$ cat src/rtl/imem_pkg.sv
// Shared definitions for the loadable instruction memory.
// Contents:
//   state_e    - controller states (CLEAR wipes memory, RUN serves fetches,
//                LOAD accepts a byte-serial program image)
//   HALT_BYTE  - value written to every byte while clearing
//   imem_clog2 - ceiling log2, used to derive the byte address width
package imem_pkg;

  typedef enum logic [1:0] {
    ST_CLEAR = 2'd0,
    ST_RUN   = 2'd1,
    ST_LOAD  = 2'd2
  } state_e;

  localparam logic [7:0] HALT_BYTE = 8'h00;

  function automatic int imem_clog2(input int value);
    int r;
    r = 0;
    for (int i = 0; i < 31; i++) begin
      if ((1 << i) < value) r = i + 1;
    end
    return r;
  endfunction

endpackage

$ cat src/rtl/instruction_memory_loader_if.sv
// Bus bundle between the instruction memory and its two clients.
// Fetch side : fetch_req/fetch_addr in, fetch_ready/fetch_valid/fetch_data/
//              fetch_misaligned out.
// Load side  : load_start/load_valid/load_byte/load_last in,
//              load_ready/load_done out.
// Status     : busy out (memory not in RUN).
// The memory uses the slave modport; the loader/fetch agent uses master.
interface instruction_memory_loader_if #(
  parameter int ADDR_W      = 8,
  parameter int INSTR_BYTES = 2
);
  logic                     fetch_req;
  logic [ADDR_W-1:0]        fetch_addr;
  logic                     fetch_ready;
  logic                     fetch_valid;
  logic [8*INSTR_BYTES-1:0] fetch_data;
  logic                     fetch_misaligned;
  logic                     load_start;
  logic                     load_valid;
  logic [7:0]               load_byte;
  logic                     load_last;
  logic                     load_ready;
  logic                     load_done;
  logic                     busy;

  modport slave (
    input  fetch_req, fetch_addr, load_start, load_valid, load_byte, load_last,
    output fetch_ready, fetch_valid, fetch_data, fetch_misaligned,
           load_ready, load_done, busy
  );

  modport master (
    output fetch_req, fetch_addr, load_start, load_valid, load_byte, load_last,
    input  fetch_ready, fetch_valid, fetch_data, fetch_misaligned,
           load_ready, load_done, busy
  );
endinterface

$ cat src/rtl/imem_byte_array.sv
// DEPTH x 8 byte storage with one synchronous write port and INSTR_BYTES
// registered read lanes. Lane i returns mem[(raddr_i + i) mod DEPTH]; the
// ADDR_W-bit addition wraps naturally because DEPTH = 2**ADDR_W.
// Ports:
//   clk, rst  - clock, synchronous active-high reset (clears read register)
//   we_i      - write enable; waddr_i / wdata_i give address and byte
//   re_i      - read enable; raddr_i is the byte address of lane 0
//   rdata_o   - little-endian assembled word, holds when re_i is low
module imem_byte_array #(
  parameter int DEPTH       = 256,
  parameter int ADDR_W      = 8,
  parameter int INSTR_BYTES = 2
) (
  input  logic                     clk,
  input  logic                     rst,
  input  logic                     we_i,
  input  logic [ADDR_W-1:0]        waddr_i,
  input  logic [7:0]               wdata_i,
  input  logic                     re_i,
  input  logic [ADDR_W-1:0]        raddr_i,
  output logic [8*INSTR_BYTES-1:0] rdata_o
);

  logic [7:0]               mem_q [DEPTH];
  logic [8*INSTR_BYTES-1:0] rdata_q;

  // Storage contents are not reset; the controller's CLEAR pass wipes them.
  always_ff @(posedge clk) begin
    if (we_i) mem_q[waddr_i] <= wdata_i;
  end

  always_ff @(posedge clk) begin
    if (rst) begin
      rdata_q <= '0;
    end else if (re_i) begin
      for (int i = 0; i < INSTR_BYTES; i++) begin
        rdata_q[8*i +: 8] <= mem_q[raddr_i + ADDR_W'(i)];
      end
    end
  end

  assign rdata_o = rdata_q;

endmodule

$ cat src/rtl/instruction_memory_loader.sv
// Loadable byte-addressed instruction memory sitting between the boot/debug
// loader and the CPU fetch stage. After reset every byte is wiped to HALT,
// one byte per cycle; then fetches are served with one-cycle latency while a
// byte-serial program load may be started at any time.
// Ports:
//   clk    - clock, rising edge
//   reset  - synchronous active-high reset
//   bus    - instruction_memory_loader_if slave (fetch, load and busy)
module instruction_memory_loader
  import imem_pkg::*;
#(
  parameter int DEPTH       = 256,
  parameter int ADDR_W      = imem_clog2(DEPTH),
  parameter int INSTR_BYTES = 2
) (
  input  logic                         clk,
  input  logic                         reset,
  instruction_memory_loader_if.slave   bus
);

  localparam logic [ADDR_W-1:0] LAST_PTR = ADDR_W'(DEPTH - 1);

  state_e            state_q, state_d;
  logic [ADDR_W-1:0] ptr_q, ptr_d;
  logic              fetch_valid_q, fetch_valid_d;
  logic              misaligned_q, misaligned_d;
  logic              load_done_q, load_done_d;

  logic              fetch_ready;
  logic              load_ready;
  logic              fetch_accept;
  logic              mem_we;
  logic [ADDR_W-1:0] mem_waddr;
  logic [7:0]        mem_wdata;

  function automatic logic is_misaligned(input logic [ADDR_W-1:0] addr);
    return (int'(addr) % INSTR_BYTES) != 0;
  endfunction

  // State register
  always_ff @(posedge clk) begin
    if (reset) begin
      state_q       <= ST_CLEAR;
      ptr_q         <= '0;
      fetch_valid_q <= 1'b0;
      misaligned_q  <= 1'b0;
      load_done_q   <= 1'b0;
    end else begin
      state_q       <= state_d;
      ptr_q         <= ptr_d;
      fetch_valid_q <= fetch_valid_d;
      misaligned_q  <= misaligned_d;
      load_done_q   <= load_done_d;
    end
  end

  // Next-state logic
  always_comb begin
    state_d = state_q;
    ptr_d   = ptr_q;
    case (state_q)
      ST_CLEAR: begin
        ptr_d = ptr_q + ADDR_W'(1);
        if (ptr_q == LAST_PTR) state_d = ST_RUN;
      end
      ST_RUN: begin
        if (bus.load_start) begin
          state_d = ST_LOAD;
          ptr_d   = '0;
        end
      end
      ST_LOAD: begin
        // A restart request wins over a data beat in the same cycle; the
        // beat is dropped and the image is expected again from byte 0.
        if (bus.load_start) begin
          ptr_d = '0;
        end else if (bus.load_valid) begin
          ptr_d = ptr_q + ADDR_W'(1);
          if (bus.load_last) state_d = ST_RUN;
        end
      end
      default: begin
        state_d = ST_CLEAR;
        ptr_d   = '0;
      end
    endcase
  end

  // Output / datapath control logic
  always_comb begin
    // Reset is folded into the combinational handshakes so nothing is
    // offered or written while reset is asserted, whatever the state.
    fetch_ready   = !reset && (state_q == ST_RUN) && !bus.load_start;
    load_ready    = !reset && (state_q == ST_LOAD);
    fetch_accept  = fetch_ready && bus.fetch_req;
    mem_we        = 1'b0;
    mem_waddr     = ptr_q;
    mem_wdata     = HALT_BYTE;
    if (!reset) begin
      case (state_q)
        ST_CLEAR: mem_we = 1'b1;
        ST_LOAD: begin
          mem_we    = bus.load_valid && !bus.load_start;
          mem_wdata = bus.load_byte;
        end
        default: mem_we = 1'b0;
      endcase
    end
    fetch_valid_d = fetch_accept;
    misaligned_d  = fetch_accept && is_misaligned(bus.fetch_addr);
    load_done_d   = load_ready && bus.load_valid && bus.load_last && !bus.load_start;
  end

  imem_byte_array #(
    .DEPTH      (DEPTH),
    .ADDR_W     (ADDR_W),
    .INSTR_BYTES(INSTR_BYTES)
  ) u_array (
    .clk     (clk),
    .rst     (reset),
    .we_i    (mem_we),
    .waddr_i (mem_waddr),
    .wdata_i (mem_wdata),
    .re_i    (fetch_accept),
    .raddr_i (bus.fetch_addr),
    .rdata_o (bus.fetch_data)
  );

  assign bus.fetch_ready      = fetch_ready;
  assign bus.fetch_valid      = fetch_valid_q;
  assign bus.fetch_misaligned = misaligned_q;
  assign bus.load_ready       = load_ready;
  assign bus.load_done        = load_done_q;
  assign bus.busy             = reset || (state_q != ST_RUN);

endmodule

$ cat src/flat_wrapper.sv
// flat-port wrapper written by rule: the top's interface ports become plain ports
module instruction_memory_loader_flat import imem_pkg::*;
#(
  parameter int DEPTH       = 256,
  parameter int ADDR_W      = imem_clog2(DEPTH),
  parameter int INSTR_BYTES = 2
)
  (clk, reset, bus_fetch_req, bus_fetch_addr, bus_load_start, bus_load_valid, bus_load_byte, bus_load_last, bus_fetch_ready, bus_fetch_valid, bus_fetch_data, bus_fetch_misaligned, bus_load_ready, bus_load_done, bus_busy);
  instruction_memory_loader_if #(.ADDR_W(ADDR_W), .INSTR_BYTES(INSTR_BYTES)) bus_i ();
  input  logic clk;
  input  logic reset;
  input wire logic [$bits(bus_i.fetch_req)-1:0] bus_fetch_req;
  input wire logic [$bits(bus_i.fetch_addr)-1:0] bus_fetch_addr;
  input wire logic [$bits(bus_i.load_start)-1:0] bus_load_start;
  input wire logic [$bits(bus_i.load_valid)-1:0] bus_load_valid;
  input wire logic [$bits(bus_i.load_byte)-1:0] bus_load_byte;
  input wire logic [$bits(bus_i.load_last)-1:0] bus_load_last;
  output wire logic [$bits(bus_i.fetch_ready)-1:0] bus_fetch_ready;
  output wire logic [$bits(bus_i.fetch_valid)-1:0] bus_fetch_valid;
  output wire logic [$bits(bus_i.fetch_data)-1:0] bus_fetch_data;
  output wire logic [$bits(bus_i.fetch_misaligned)-1:0] bus_fetch_misaligned;
  output wire logic [$bits(bus_i.load_ready)-1:0] bus_load_ready;
  output wire logic [$bits(bus_i.load_done)-1:0] bus_load_done;
  output wire logic [$bits(bus_i.busy)-1:0] bus_busy;
  assign bus_i.fetch_req = bus_fetch_req;
  assign bus_i.fetch_addr = bus_fetch_addr;
  assign bus_i.load_start = bus_load_start;
  assign bus_i.load_valid = bus_load_valid;
  assign bus_i.load_byte = bus_load_byte;
  assign bus_i.load_last = bus_load_last;
  assign bus_fetch_ready = bus_i.fetch_ready;
  assign bus_fetch_valid = bus_i.fetch_valid;
  assign bus_fetch_data = bus_i.fetch_data;
  assign bus_fetch_misaligned = bus_i.fetch_misaligned;
  assign bus_load_ready = bus_i.load_ready;
  assign bus_load_done = bus_i.load_done;
  assign bus_busy = bus_i.busy;
  instruction_memory_loader #(.DEPTH(DEPTH), .ADDR_W(ADDR_W), .INSTR_BYTES(INSTR_BYTES)) u_core (.clk(clk), .reset(reset), .bus(bus_i));
endmodule
$ cat config.mk
export PLATFORM = sky130hd
export DESIGN_NAME = instruction_memory_loader_flat
export DESIGN_NICKNAME = d
export VERILOG_FILES = /design/src/rtl/imem_pkg.sv /design/src/rtl/instruction_memory_loader_if.sv /design/src/rtl/imem_byte_array.sv /design/src/rtl/instruction_memory_loader.sv /design/src/flat_wrapper.sv
export SDC_FILE = /design/constraint.sdc
export NUM_CORES = 2
export LEC_CHECK = 0
export BUFFER_PORTS_ARGS = -buffer_cell sky130_fd_sc_hd__buf_2
export CORE_UTILIZATION = 50
export DETAILED_ROUTE_END_ITERATION = 16
export GPL_ROUTABILITY_DRIVEN = 0
export PLACE_DENSITY = 0.65
export SYNTH_ARGS = -nofsm -noshare
export SYNTH_HDL_FRONTEND = slang
export SYNTH_SLANG_ARGS = --single-unit
$ cat constraint.sdc
create_clock -name clk -period 5.99 [get_ports clk]
set_clock_uncertainty 0.05 [all_clocks]
set_input_delay 0.8985 -clock clk [delete_from_list [all_inputs] [get_ports clk]]
set_output_delay 0.8985 -clock clk [all_outputs]
set_load 0.02 [all_outputs]
==> metrics.cfg <==
[logic_synthesis]
synth_ff_type = edfxtp_1
synth.largest_area_cell = edfxtp_1
synthCells = 4654
synth_warnings = 0
synth.distinct_cells = 70
synth_area_per_cell_um2 = 20.80
syn_nets = 4681
synth_top_area_frac = 0.6352
ys_async_sr_fraction = 0
synth.area.top_cells = edfxtp_1, mux4_2, nor2_1
ys_ff_latch = 2077
ys_seq_area_frac = 0.6412
syn-cell-area_um2 = 96820
synth_edf_count = 2048

[timing]
slew_viol_final = 0
fin_crit_sh = 0.6928
fmax_mhz = 241.0
hold_viol = 0
rsz0062_at_grt = false
period_minus_slack_ns = 4.150
setup_viol = 0
relSlewSlack = 0.1369
fin_ws_ns = 1.840
final.setup.tns_ns = 0
worst_pin_slew_ns = 1.293

[run]
maxCapViolCount = 0

[finish]
final_common_cell = edfxtp_1
synthToLayoutAreaGrowth_pct = 11.47
seq_area_um2 = 62080
drive_above_1_share = 0.3742
final_cell_mix = edfxtp_1, mux4_2, nor2_1, nand2_1, clkbuf_16
layout.nets = 4779
multi_input_area_um2 = 33060
fillerInstances = 14057

[floorplan]
start_util = 0.5033
core_area_um2 = 192400
fp.dieArea_um2 = 195400
dieWidth_um = 442.1
io_pins = 44
num_rows = 161
fp.dieH_um = 442.1

[setup_path]
critPathMaxFanout = 58
worstSetupEndpoint = u_core.u_array.rdata_o[14]
regToRegStartpoint = u_core.state_q[1]
crit_required_ns = 6.72
cp-end-kind = flip-flop
cp-startpoint = bus_fetch_addr[0]
startpoint_type = input port
r2r_cells = 4
r2r_slack_ns = 2.31
timing.rr.end = u_core.u_array.mem_q[15][3]
criticalPathCategory = input port to flip-flop
critical_path_arrival_ns = 4.88

[placed_design]
dpl.hpwl_um = 182300
place_ws_ns = 0.9844
port_buffers = 43

[pwr]
total_power_mw = 32.19
power_density_nw_per_um2 = 298.3
ir_drop_mv = 0.3382
p_leak_nw = 35.62

[run_status]
outcome = complete, no violations

[grt]
overflow = 0
track_usage = 0.2887
grt_pass1_wl_um = 397700
grt_max_degree = 153
antenna_found_initial = 16
grt_pass1_vias = 52373

[detailed_routing]
wl_per_cell_um = 37.66
first_iter_violations = 7278
drc_errors = 0
dr.pass1.iters = 6
wl_um = 281100
ant_nets = 0
vias = 52899
viasPerCell = 7.088

[clock_tree]
clkLatencyLatePin_ns = 0.87
cts_setup_buffers = 0
cts_max_path_buffers = 3
root_buffer = clkbuf_16
hold_buffers = 0
numCtsBuffers = 212
cts_max_level = 4
clock-sinks = 2077
path_clk_slew_ns = 0.06
cts_tree = yes
post_cts_resized = 0

[worst_hold_path]
holdCritPathClass = input port to flip-flop

-- per-stage QoR --
stage	instances	area, µm²	utilization	hold WS, ns
after floorplan	4654	96820	-	0.4790
after global placement	7062	100700	0.5233	0.4994
after detailed placement	7064	100700	0.5236	0.5318
after CTS	7459	107900	0.5610	0.1837
after global routing	7460	107900	0.5610	0.2284
final	7463	107900	0.5610	0.2362
-- cell families (layout without fill, tap and decap cells) --
kind of cell	count (synthesis)	in the layout	share of synthesized area
fa+ha+maj	5	5	0.0006461
simple gates	710	710	0.03047
other cells	0	4	0
mux	1307	1307	0.2931
flops	2077	2077	0.6412
buf+inv	376	655	0.01988
xor+xnor	18	18	0.002016
compound gates	161	161	0.01275
-- worst min-delay path by stage --
stage | startpoint | end | slack [ns] | cells after the start
3_5_place_dp | u_core.mem_waddr[5] | u_core.mem_waddr[5] | 0.53 | 2
3_3_place_gp | u_core.mem_waddr[5] | u_core.mem_waddr[5] | 0.50 | 2
2_1_floorplan | u_core.mem_waddr[5] | u_core.mem_waddr[5] | 0.48 | 2
6_report | bus_fetch_req | u_core.bus.fetch_misaligned | 0.24 | 2
4_1_cts | bus_fetch_req | u_core.bus.fetch_misaligned | 0.18 | 2
5_1_grt | bus_fetch_req | u_core.bus.fetch_misaligned | 0.23 | 2
-- state kept, by name (all words and copies together), names as in the netlist --
| register | cells |
|---|---|
| u_core.u_array.rdata_o | 16 |
| u_core.bus.fetch_misaligned | 1 |
| u_core.state_q | 2 |
| u_core.u_array.mem_q | 2048 |
| u_core.bus.fetch_valid | 1 |
| u_core.bus.load_done | 1 |
| u_core.mem_waddr | 8 |
-- worst max-delay path: stages --
cell and delay, ns:
buf_12 0.36, ha_4 0.68, buf_12 0.30, mux4_2 0.31, and2_1 0.17, a2111oi_0 0.79
a311oi_1 0.15, a221oi_1 0.64, a311oi_1 0.20, a221o_1 0.33
-- cells in the mapped netlist (3+ instances only) --
cell          n
a221o_1       4
dfxtp_1      29
a221oi_1     10
xnor2_2       3
nand2_1     266
edfxtp_1   2048
clkbuf_1    123
nand2b_1      3
a311oi_1      6
mux2i_1      83
and3_1        5
nand3b_1      3
xor2_1        7
o22ai_1       9
o211ai_1      6
nand4_1      19
a31oi_1      13
nor2_1      288
a41o_1        3
nor3_1       18
nand3_1      78
a211oi_1      5
buf_1        40
xnor2_1       6
buf_2       147
buf_4        36
buf_6        22
a22oi_1       7
a2111oi_0    10
and2_1       14
a32oi_1      32
a32o_1        3
mux4_2     1222
inv_1         4
nor2b_1       7
a21oi_1      27
ha_1          5
o21ai_0       3
-- report_power, final --
part | switching [mW] | internal, mW | leakage, nW | total (mW)
clock | 5.76 | 7.98 | 3.50 | 13.7
combinational | 1.55 | 1.16 | 11.3 | 2.71
sequential | 0.00726 | 15.7 | 20.8 | 15.7
total | 7.32 | 24.9 | 35.6 | 32.2
-- cell type report --
| type | instances | share of cell area |
|---|---|---|
| well taps | 2526 | 0.02928 |
| multi-input cells | 2201 | 0.3063 |
| clock inverters | 137 | 0.01515 |
| clock buffers | 258 | 0.05143 |
| repair buffers | 255 | 0.02232 |
| flip-flops and latches | 2077 | 0.5752 |
| diodes | 4 | 0.00009275 |
| inverters | 5 | 0.0001739 |
-- metal layers --
metal,track usage,up-vias,wire [µm]
li1,-,20466,-
met1,0.4030,28623,105800
met2,0.4445,3273,132300
met3,0.06121,517,29560
met4,0.1238,20,13280
met5,0,-,136
Note: power is estimated with default switching activity, not from simulation.
